### config.mk
export PLATFORM = sky130hd
export DESIGN_NAME = imem_loader_flat
export DESIGN_NICKNAME = d
export VERILOG_FILES = /design/src/rtl/imem_loader_pkg.sv /design/src/rtl/imem_loader_if.sv /design/src/rtl/imem_byte_packer.sv /design/src/rtl/imem_loader.sv /design/src/flat_wrapper.sv
export SDC_FILE = /design/constraint.sdc
export NUM_CORES = 1
export LEC_CHECK = 0
export CELL_PAD_IN_SITES_DETAIL_PLACEMENT = 0
export CELL_PAD_IN_SITES_GLOBAL_PLACEMENT = 2
export CORE_UTILIZATION = 36
export DETAILED_ROUTE_END_ITERATION = 8
export PLACE_DENSITY = 0.8
export SYNTH_ARGS = -nofsm -noshare
export SYNTH_HDL_FRONTEND = slang
export SYNTH_HIERARCHICAL = 1
export SYNTH_SLANG_ARGS = --single-unit
export TNS_END_PERCENT = 30
### constraint.sdc
create_clock -name clk -period 3.6 [get_ports clk]
set_input_delay 0.72 -clock clk [delete_from_list [all_inputs] [get_ports clk]]
set_output_delay 0.72 -clock clk [all_outputs]
set_load 0.1 [all_outputs]
### src/rtl/imem_loader_pkg.sv
// imem_loader_pkg: shared types and constants for the instruction-memory loader.
//   loader_state_t  : loader FSM states (CSUM exists only with IMEM_LOADER_CHECKSUM_EN)
//   HDR_BYTES       : bytes in the word-count header
//   BYTES_PER_WORD  : bytes packed into one 32-bit instruction word
//   CSUM_INIT       : starting value of the running XOR checksum
// Configuration macro: IMEM_LOADER_CHECKSUM_EN (adds the trailing checksum byte).
package imem_loader_pkg;

  localparam int HDR_BYTES = 2;
  localparam int BYTES_PER_WORD = 4;
  localparam logic [7:0] CSUM_INIT = 8'h00;

  typedef enum logic [2:0] {
    ST_IDLE   = 3'd0,
    ST_HDR_HI = 3'd1,
    ST_HDR_LO = 3'd2,
    ST_DATA   = 3'd3,
`ifdef IMEM_LOADER_CHECKSUM_EN
    ST_CSUM   = 3'd4,
`endif
    ST_DONE   = 3'd5,
    ST_ERROR  = 3'd6
  } loader_state_t;

  // Running checksum step: XOR of every data byte.
  function automatic logic [7:0] csum_update(input logic [7:0] acc, input logic [7:0] b);
    return acc ^ b;
  endfunction

  // States in which the loader takes bytes from the host channel.
  function automatic logic accepts_bytes(input loader_state_t s);
    logic r;
    case (s)
      ST_HDR_HI, ST_HDR_LO, ST_DATA: r = 1'b1;
`ifdef IMEM_LOADER_CHECKSUM_EN
      ST_CSUM:                       r = 1'b1;
`endif
      default:                       r = 1'b0;
    endcase
    return r;
  endfunction

endpackage

### src/rtl/imem_loader_if.sv
// imem_loader_if: host byte channel plus instruction-memory write port.
//   in_valid/in_data/in_ready : byte stream, transfer on in_valid && in_ready
//   mem_we/mem_addr/mem_wdata : one-cycle word write strobe, word address, word data
//   modport master : host / memory side (drives bytes, observes writes)
//   modport slave  : loader side
interface imem_loader_if #(
  parameter int ADDR_W = 10
);
  logic              in_valid;
  logic [7:0]        in_data;
  logic              in_ready;
  logic              mem_we;
  logic [ADDR_W-1:0] mem_addr;
  logic [31:0]       mem_wdata;

  modport master (
    output in_valid, output in_data, input in_ready,
    input mem_we, input mem_addr, input mem_wdata
  );

  modport slave (
    input in_valid, input in_data, output in_ready,
    output mem_we, output mem_addr, output mem_wdata
  );
endinterface

### src/rtl/imem_byte_packer.sv
// imem_byte_packer: packs bytes big-endian into 32-bit words.
//   clk, rst_n : clock, async active-low reset
//   clr        : synchronous clear of shift register and byte counter
//   push       : shift din in from the LSB end
//   din        : byte to push
//   word       : registered shift register; holds the completed word the cycle after word_done
//   word_done  : this push completes a word (combinational)
module imem_byte_packer
  import imem_loader_pkg::*;
(
  input  logic        clk,
  input  logic        rst_n,
  input  logic        clr,
  input  logic        push,
  input  logic [7:0]  din,
  output logic [31:0] word,
  output logic        word_done
);

  localparam logic [1:0] LAST_LANE = 2'(BYTES_PER_WORD - 1);

  logic [31:0] shift_r;
  logic [1:0]  cnt_r;

  // Shift register and byte counter; counter wraps to 0 after the 4th byte.
  always_ff @(posedge clk or negedge rst_n) begin
    if (!rst_n) begin
      shift_r <= 32'h0000_0000;
      cnt_r   <= 2'd0;
    end else if (clr) begin
      shift_r <= 32'h0000_0000;
      cnt_r   <= 2'd0;
    end else if (push) begin
      shift_r <= {shift_r[23:0], din};
      cnt_r   <= cnt_r + 2'd1;
    end
  end

  assign word_done = push && (cnt_r == LAST_LANE);
  assign word      = shift_r;

endmodule

### src/rtl/imem_loader.sv
// imem_loader: streams a program image (16-bit word count, 4*N data bytes,
// optional XOR checksum byte) into instruction memory and holds the CPU in
// reset until a complete image is in place.
//   clk, rst_n : clock, async active-low reset
//   start      : single-cycle pulse, re-arms from DONE or ERROR
//   bus        : imem_loader_if.slave (byte channel + memory write port)
//   cpu_hold   : CPU held in reset while high
//   done       : image loaded (and checksum matched when enabled)
//   error      : image rejected
// Configuration macro: IMEM_LOADER_CHECKSUM_EN -- when defined, a checksum
// byte follows the data and is verified in a CSUM state; otherwise DONE is
// entered directly with the final write.
module imem_loader
  import imem_loader_pkg::*;
#(
  parameter int ADDR_W = 10,
  parameter int DEPTH  = 2 ** ADDR_W
) (
  input  logic         clk,
  input  logic         rst_n,
  input  logic         start,
  imem_loader_if.slave bus,
  output logic         cpu_hold,
  output logic         done,
  output logic         error
);

  localparam int HDR_BITS = HDR_BYTES * 8;
  localparam logic [HDR_BITS:0] DEPTH_W = (HDR_BITS + 1)'(DEPTH);

`ifdef IMEM_LOADER_CHECKSUM_EN
  localparam loader_state_t ST_AFTER_DATA = ST_CSUM;
`else
  localparam loader_state_t ST_AFTER_DATA = ST_DONE;
`endif

  loader_state_t       state_r, state_nx_s;
  logic                accept_s, push_s, clr_s, word_done_s, last_word_s;
  logic [HDR_BITS-1:0] hdr_n_s, n_r, words_r;
  logic [7:0]          hdr_hi_r;
  logic [31:0]         word_s;
  logic                in_ready_r, done_r, error_r, cpu_hold_r;
  logic                mem_we_r;
  logic [ADDR_W-1:0]   mem_addr_r;
`ifdef IMEM_LOADER_CHECKSUM_EN
  logic [7:0]          csum_r;
`endif

  assign accept_s    = bus.in_valid && in_ready_r;
  assign push_s      = accept_s && (state_r == ST_DATA);
  assign clr_s       = start && ((state_r == ST_DONE) || (state_r == ST_ERROR));
  assign hdr_n_s     = {hdr_hi_r, bus.in_data};
  assign last_word_s = ((words_r + 16'd1) == n_r);

  imem_byte_packer u_packer (
    .clk       (clk),
    .rst_n     (rst_n),
    .clr       (clr_s),
    .push      (push_s),
    .din       (bus.in_data),
    .word      (word_s),
    .word_done (word_done_s)
  );

  // FSM state register.
  always_ff @(posedge clk or negedge rst_n) begin
    if (!rst_n) begin
      state_r <= ST_IDLE;
    end else begin
      state_r <= state_nx_s;
    end
  end

  // FSM next-state logic.
  always_comb begin
    state_nx_s = state_r;
    case (state_r)
      ST_IDLE: state_nx_s = ST_HDR_HI;
      ST_HDR_HI: begin
        if (accept_s) state_nx_s = ST_HDR_LO;
        else          state_nx_s = ST_HDR_HI;
      end
      ST_HDR_LO: begin
        // Size is checked before any write, so addresses can never wrap.
        if (!accept_s)                        state_nx_s = ST_HDR_LO;
        else if ({1'b0, hdr_n_s} > DEPTH_W)   state_nx_s = ST_ERROR;
        else if (hdr_n_s == 16'd0)            state_nx_s = ST_AFTER_DATA;
        else                                  state_nx_s = ST_DATA;
      end
      ST_DATA: begin
        if (word_done_s && last_word_s) state_nx_s = ST_AFTER_DATA;
        else                            state_nx_s = ST_DATA;
      end
`ifdef IMEM_LOADER_CHECKSUM_EN
      ST_CSUM: begin
        if (!accept_s)                   state_nx_s = ST_CSUM;
        else if (bus.in_data == csum_r)  state_nx_s = ST_DONE;
        else                             state_nx_s = ST_ERROR;
      end
`endif
      ST_DONE, ST_ERROR: begin
        if (start) state_nx_s = ST_HDR_HI;
        else       state_nx_s = state_r;
      end
      default: state_nx_s = ST_IDLE;
    endcase
  end

  // Header capture, word index, checksum and write strobe/address.
  always_ff @(posedge clk or negedge rst_n) begin
    if (!rst_n) begin
      hdr_hi_r   <= 8'h00;
      n_r        <= 16'd0;
      words_r    <= 16'd0;
      mem_we_r   <= 1'b0;
      mem_addr_r <= '0;
`ifdef IMEM_LOADER_CHECKSUM_EN
      csum_r     <= CSUM_INIT;
`endif
    end else begin
      mem_we_r <= 1'b0;
      if (clr_s) begin
        hdr_hi_r <= 8'h00;
        n_r      <= 16'd0;
        words_r  <= 16'd0;
`ifdef IMEM_LOADER_CHECKSUM_EN
        csum_r   <= CSUM_INIT;
`endif
      end else begin
        if (accept_s && (state_r == ST_HDR_HI)) hdr_hi_r <= bus.in_data;
        if (accept_s && (state_r == ST_HDR_LO)) n_r <= hdr_n_s;
`ifdef IMEM_LOADER_CHECKSUM_EN
        if (push_s) csum_r <= csum_update(csum_r, bus.in_data);
`endif
        if (word_done_s) begin
          mem_we_r   <= 1'b1;
          mem_addr_r <= words_r[ADDR_W-1:0];
          words_r    <= words_r + 16'd1;
        end
      end
    end
  end

  // Status outputs registered from the next state so they change with it.
  always_ff @(posedge clk or negedge rst_n) begin
    if (!rst_n) begin
      in_ready_r <= 1'b0;
      done_r     <= 1'b0;
      error_r    <= 1'b0;
      cpu_hold_r <= 1'b1;
    end else begin
      in_ready_r <= accepts_bytes(state_nx_s);
      done_r     <= (state_nx_s == ST_DONE);
      error_r    <= (state_nx_s == ST_ERROR);
      cpu_hold_r <= (state_nx_s != ST_DONE);
    end
  end

  assign bus.in_ready  = in_ready_r;
  assign bus.mem_we    = mem_we_r;
  assign bus.mem_addr  = mem_addr_r;
  assign bus.mem_wdata = word_s;
  assign done          = done_r;
  assign error         = error_r;
  assign cpu_hold      = cpu_hold_r;

endmodule

### src/flat_wrapper.sv
// flat-port wrapper written by rule: the top's interface ports become plain ports
module imem_loader_flat import imem_loader_pkg::*;
#(
  parameter int ADDR_W = 10,
  parameter int DEPTH  = 2 ** ADDR_W
)
  (clk, rst_n, start, cpu_hold, done, error, bus_in_valid, bus_in_data, bus_in_ready, bus_mem_we, bus_mem_addr, bus_mem_wdata);
  imem_loader_if #(.ADDR_W(ADDR_W)) bus_i ();
  input  logic clk;
  input  logic rst_n;
  input  logic start;
  output logic cpu_hold;
  output logic done;
  output logic error;
  input wire logic [$bits(bus_i.in_valid)-1:0] bus_in_valid;
  input wire logic [$bits(bus_i.in_data)-1:0] bus_in_data;
  output wire logic [$bits(bus_i.in_ready)-1:0] bus_in_ready;
  output wire logic [$bits(bus_i.mem_we)-1:0] bus_mem_we;
  output wire logic [$bits(bus_i.mem_addr)-1:0] bus_mem_addr;
  output wire logic [$bits(bus_i.mem_wdata)-1:0] bus_mem_wdata;
  assign bus_i.in_valid = bus_in_valid;
  assign bus_i.in_data = bus_in_data;
  assign bus_in_ready = bus_i.in_ready;
  assign bus_mem_we = bus_i.mem_we;
  assign bus_mem_addr = bus_i.mem_addr;
  assign bus_mem_wdata = bus_i.mem_wdata;
  imem_loader #(.ADDR_W(ADDR_W), .DEPTH(DEPTH)) u_core (.clk(clk), .rst_n(rst_n), .start(start), .bus(bus_i), .cpu_hold(cpu_hold), .done(done), .error(error));
endmodule
**Yosys cells after proc, flatten, opt, wreduce, memory -nomap -nowiden**

Cells that the tools add are included.

- Bitwise logic cells: 1
- Order comparisons: 1
- Equal/unequal tests: 13
- Add/subtract/negate cells: 2
- Reductions and logical operators: 17
- Multiplexer cells: 20

Operators with widths:

| operator | number |
|---|---|
| two-way mux 16 bit | 4 |
| two-way mux 32 bit | 2 |
| adder 16 x 1 -> 16 bit (second input constant) | 1 |
| == test 16 bit | 1 |
| > comparator 16 x 11 -> 1 bit (second input constant) | 1 |
| logical NOT 16 bit | 1 |
| two-way mux 8 bit | 2 |
| two-way mux 3 bit | 5 |
| one-hot mux 3 bit (5 select lines) | 1 |
| == test 3 x 2 -> 1 bit (second input constant) | 4 |
| == test 3 bit (second input constant) | 4 |
| nonzero test 2 bit | 4 |
| logical AND 1 bit | 7 |
| == test 3 x 1 -> 1 bit (second input constant) | 2 |
| two-way mux 2 bit | 3 |
| logical NOT 3 bit | 1 |
| two-way mux 1 bit | 3 |
| inequality test 3 bit (second input constant) | 1 |
| OR reduction 3 bit | 1 |
| adder 2 x 1 -> 2 bit (second input constant) | 1 |
| == test 2 bit (second input constant) | 1 |
| AND reduction 2 bit | 1 |
| OR reduction 2 bit | 1 |
| logical OR 1 bit | 1 |
| inverter 1 bit | 1 |

- Output and inout port bits: 47
- Word-level logic and storage cells: 66
- Register bits: 92

**Longest topological paths before layout**

- Depth in word-level cells: 9
- Depth in mapped cells: 10
- Depth with buffers taken out: 8

**Cells and area by module**

The synthesis kept the hierarchy.

Modules (own cells, without submodules):

| module | cells an instance | times used | seq. area each (um^2) | area each (um^2) |
|---|---|---|---|---|
| imem_loader | 316 | 1 | 1452.6 | 3076.7 |
| imem_byte_packer | 112 | 1 | 850.8 | 1427.6 |

**Least setup slack after synthesis**

OpenSTA, ideal clock, no wires.

- Path kind: register to register
- Start point: reg u_core.in_ready_r, in the netlist u_core/bus.in_ready
- End point: reg u_core.cpu_hold_r, in the netlist u_core/cpu_hold
- Buffers on the path: 2
- Period minus slack after synthesis: 3.034 ns
- Required time: 3.523 ns
- Cell stages (with the launch flop): 11
- Data arrival time: 2.957 ns
- Slack: 0.566 ns
- Cells stage by stage: dfrtp_1 -> nand3b_1 -> nor2_1 -> buf_6 -> buf_12 -> and2_1 -> nand4_1 -> a221oi_1 -> o21ai_0 -> or4_4 -> a21bo_1

- Word-level cells in the longest chain between the ends: 7
- Elaborated cells on any way between the ends: 9
- Classes of those cells: 1 x eq/ne; 4 x mux; 4 x reduce/logical

RTL lines:

| element | RTL line | text |
|---|---|---|
| from (decl) | imem_loader.sv:42 | `logic in_ready_r, done_r, error_r, cpu_hold_r;` |
| from (signal assigned) | imem_loader.sv:152 | `in_ready_r <= accepts_bytes(state_nx_s);` |
| logical AND 1 bit | imem_loader.sv:49 | `assign accept_s = bus.in_valid && in_ready_r;` |
| logical AND 1 bit | imem_loader.sv:50 | `assign push_s = accept_s && (state_r == ST_DATA);` |
| via u_core.push_s | imem_loader.sv:38 | `logic accept_s, push_s, clr_s, word_done_s, last_word_s;` |
| logical AND 1 bit | imem_byte_packer.sv:39 | `assign word_done = push && (cnt_r == LAST_LANE);` |
| via u_core.word_done_s | imem_loader.sv:38 |  |
| logical AND 1 bit | imem_loader.sv:91 | `if (word_done_s && last_word_s) state_nx_s = ST_AFTER_DATA;` |
| two-way mux 3 bit | imem_loader.sv:91 |  |
| one-hot mux 3 bit (5 select lines) | imem_loader.sv:77 | `case (state_r)` |
| inequality test 3 bit | imem_loader.sv:155 | `cpu_hold_r <= (state_nx_s != ST_DONE);` |
| to (signal assigned) | imem_loader.sv:155 |  |
| to (decl) | imem_loader.sv:42 |  |

The timed path passes the listed nets, and every way through them passes these cells.
A chain may end at the register's enable or synchronous reset.

**Worst setup path after layout**

- Start point: reg u_core.words_r[0]
- End point: reg u_core.cpu_hold_r, in the netlist u_core/cpu_hold

- Word-level cells in the longest chain between the ends: 6

RTL lines:

| element | RTL line | text |
|---|---|---|
| from (decl) | imem_loader.sv:39 | `logic [HDR_BITS-1:0] hdr_n_s, n_r, words_r;` |
| from (signal assigned) | imem_loader.sv:138 | `words_r <= words_r + 16'd1;` |
| adder 16 x 1 -> 16 bit | imem_loader.sv:53 | `assign last_word_s = ((words_r + 16'd1) == n_r);` |
| == test 16 bit | imem_loader.sv:53 |  |
| logical AND 1 bit | imem_loader.sv:91 |  |
| two-way mux 3 bit | imem_loader.sv:91 |  |
| one-hot mux 3 bit (5 select lines) | imem_loader.sv:77 |  |
| inequality test 3 bit | imem_loader.sv:155 |  |

Every way passes these cells.

==> impl_metrics.csv <==
group,metric,value,unit
clock_network,cts_tree,"built",
placement,post_dp_cell_area,5190,µm²
global_routing,grt_first_pass_wirelength,17.1,mm
sta,period_share,0.794,
synth,synthArstFlopShare,1.00,
synth,synth_top_area_frac,0.506,
pwr,intPower,2.70,mW
detailed_routing,wl_per_cell,15.8,µm
pwr,swShare,0.512,
detailed_routing,drt_iter0_markers,125,
synth,synth_seq_area_share,0.511,
pwr,p_seq_frac,0.310,
worst_setup_path,critical_path_class,"flop to flop",
global_routing,grt_pass1_vias,3238,
floorplan,die_w,114,µm
synth,ys_ff_latch,92,
detailed_routing,vias,3221,
sta,drv_slew,0,
run_status,outcome,"finished, final reports clean",
synth,netlist_top_cells_area,"dfrtp_1 (51%), mux2i_1 (9.3%), nor2_1 (5.7%)",
sta,slew-limit-headroom,0.299,
floorplan,core,12100,µm²
final_layout,drive_above_1_share,0.0996,
floorplan,die-area,13000,µm²
pwr,ir_worst_vdd,0.696,mV
sta,timing.hold.ws,503,ps
global_routing,grt_max_degree,83,
detailed_routing,vias_per_cell,4.96,
synth,syn_area,4500,µm²
final_layout,finish.net_count,491,
floorplan,die_h,114,µm
placement,gp_congestion,0.797,
floorplan,io_pins,59,
clock_network,root_buffer,"clkbuf_16",
synth,syn_area_per_cell,10.5,µm²
final_layout,final_cell_area,5470,µm²
pwr,switching_power,2.82,mW
worst_setup_path,critPathArrivalTime,3140,ps
clock_network,htree_levels,3,
placement,hpwlAfterDp,7.03,mm
detailed_routing,ant_nets,0,
sta,hold_viol,0,
final_layout,area_growth,21.5,%
worst_setup_path,end_kind,"flop",
global_routing,grt.total_usage,0.172,
clock_network,post_cts_resize_count,0,
detailed_routing,drc,0,
detailed_routing,routed_wl,10.3,mm
detailed_routing,dr.pass1.iters,4,
pwr,combPwrFrac,0.525,
final_layout,final_cell_mix,"dfrtp_1 (91), nor2_1 (66), clkdlybuf4s50_1 (56)",
hold_path,whs_path_depth,1,
final_layout,antenna_cells,0,
pwr,p_clk_frac,0.165,
hold_path,hp-class,"flop to flop",
sta,fin_setup_tns,0,ps
floorplan,initial_core_util,0.372,
sta,rsz0062_at_grt,"no",
synth,synth_top_area_cell,"dfrtp_1",
clock_network,cts.sinks,92,
pwr,p_leak,2.37,nW
final_layout,final_common_cell,"dfrtp_1",
worst_setup_path,endpoint,"u_core/cpu_hold",
pwr,power.density,1010,nW/µm²
clock_network,post_cts_buffers,0,
worst_setup_path,r2r-start,"u_core/words_r[0]",
clock_network,ctsHoldBuffers,0,
global_routing,grt_remaining_overflow,0,
pwr,p_total,5.52,mW
global_routing,antenna_found_initial,0,
final_layout,multi_input_area,2030,µm²
clock_network,cts_buffer_depth,2,
synth,synth-edff-count,0,
worst_setup_path,worstPathRequired,3880,ps
synth,synth.distinct_cells,56,
final_layout,nFillCells,1243,
sta,period_needed,2860,ps
worst_setup_path,worst-r2r-setup-slack,740,ps
synth,yosys_warnings,6,
sta,worst_slew_pin_slew,1050,ps
synth,synth_cells,428,
worst_setup_path,worstPathMaxFanout,6,
run,cap_violations,0,
sta,fin_skew,4.46,ps
clock_network,cts_buffers,9,
synth,ys.flop_type,"dfrtp_1",
clock_network,clkLatencyLatePin,350,ps
placement,port_buffers,58,
worst_setup_path,ff2ff_path_depth,7,
synth,synth_fp_nets,442,
sta,fmax,350,MHz
worst_setup_path,crit_start,"u_core/words_r[0]",
sta,setup_viol,0,
final_layout,final-seq-area,2300,µm²
floorplan,rows,40,
worst_setup_path,r2r-end,"u_core/cpu_hold",
clock_network,clk_pin_slew,70,ps
worst_setup_path,critPathLaunchType,"flop",
## synthesized netlist by cell type, drive strengths merged (2+ instances only)
cell    number
nand2       50
or3b         2
mux2i       42
or4          2
nor2        69
mux2        10
nor3b        4
dfrtp       91
xnor2       16
nand4        8
buf         15
o211ai       2
and3         3
and4         3
inv          2
nand3       11
o21ai        4
a31oi        2
a21oi       21
nand3b       2
ha           2
clkbuf      12
xor2        18
or2          2
and2         4
nor3         2
nor2b        2
nor4         7
## power by group through the flow
stage          clock, mW  sequential (mW)  combinational [mW]
4_1_cts            0.938             1.72                2.92
5_1_grt            0.979             1.76                3.07
3_5_place_dp           0             1.73                2.92
3_3_place_gp           0             1.72                2.89
6_report           0.911             1.71                2.90
2_1_floorplan          0             3.02               0.951
## sequential cells by signal, indices dropped and copies added (netlist names)
name                   count
u_core/bus.mem_we          1
u_core/bus.mem_addr       10
u_core/state_r             3
u_core/u_packer/cnt_r      2
u_core/u_packer/word      32
u_core/error               1
u_core/n_r                16
u_core/words_r            16
u_core/cpu_hold            1
u_core/hdr_hi_r            8
u_core/done                1
u_core/bus.in_ready        1
## area by class of cell
class                      count  share of cell area
sequential                    92               0.421
multi-input combinational    307               0.370
timing repair buffer          65               0.117
clock buffer                   9              0.0411
tap                          168              0.0384
clock inverter                 7              0.0110
inverter                       2             0.00137
## through the flow
step            util  setup WS (ps)  instances
2_1_floorplan      -            566        428
3_3_place_gp   0.428            640        634
3_5_place_dp   0.428            619        634
4_1_cts        0.452            743        650
5_1_grt        0.452            637        650
6_report       0.452            740        650
## worst max-delay path, stage by stage, from the launching register on
cell	delay, ps
dfrtp_1	450
ha_1	330
nand2_1	180
nor2_1	350
a21oi_1	100
or4b_1	560
or4_4	600
a21bo_1	210
## routing by layer
layer / track usage / wire length (µm) / up-vias
met5: 0 / 0 / -
met4: 0.0597 / 144 / 0
met3: 0.0367 / 377 / 10
met2: 0.263 / 4660 / 57
met1: 0.242 / 5090 / 1595
li1: - / - / 1559
## worst min-delay path by stage
stage	from	end	slack, ps
floorplan	rst_n	u_core/bus.in_ready	420
global placement	u_core/bus.mem_addr[8]	u_core/bus.mem_addr[8]	490
detailed placement	u_core/bus.mem_addr[7]	u_core/bus.mem_addr[7]	490
CTS	u_core/bus.mem_addr[7]	u_core/bus.mem_addr[7]	510
global route	u_core/bus.mem_addr[7]	u_core/bus.mem_addr[7]	520
finish	u_core/bus.mem_addr[6]	u_core/bus.mem_addr[6]	500
## cell families (layout without fill, tap and decap cells)
kind of cell | Yosys count | count (layout) | synth area share
adder cells (fa/ha/maj) | 2 | 2 | 0.00555
flip-flops | 92 | 92 | 0.511
buffers and inverters | 29 | 83 | 0.0419
XOR/XNOR | 35 | 35 | 0.0711
AND/OR/NAND/NOR | 176 | 176 | 0.193
multiplexers | 52 | 52 | 0.118
AO/OA/AOI/OAI | 42 | 42 | 0.0586
Power figures use the tool's default switching activity.
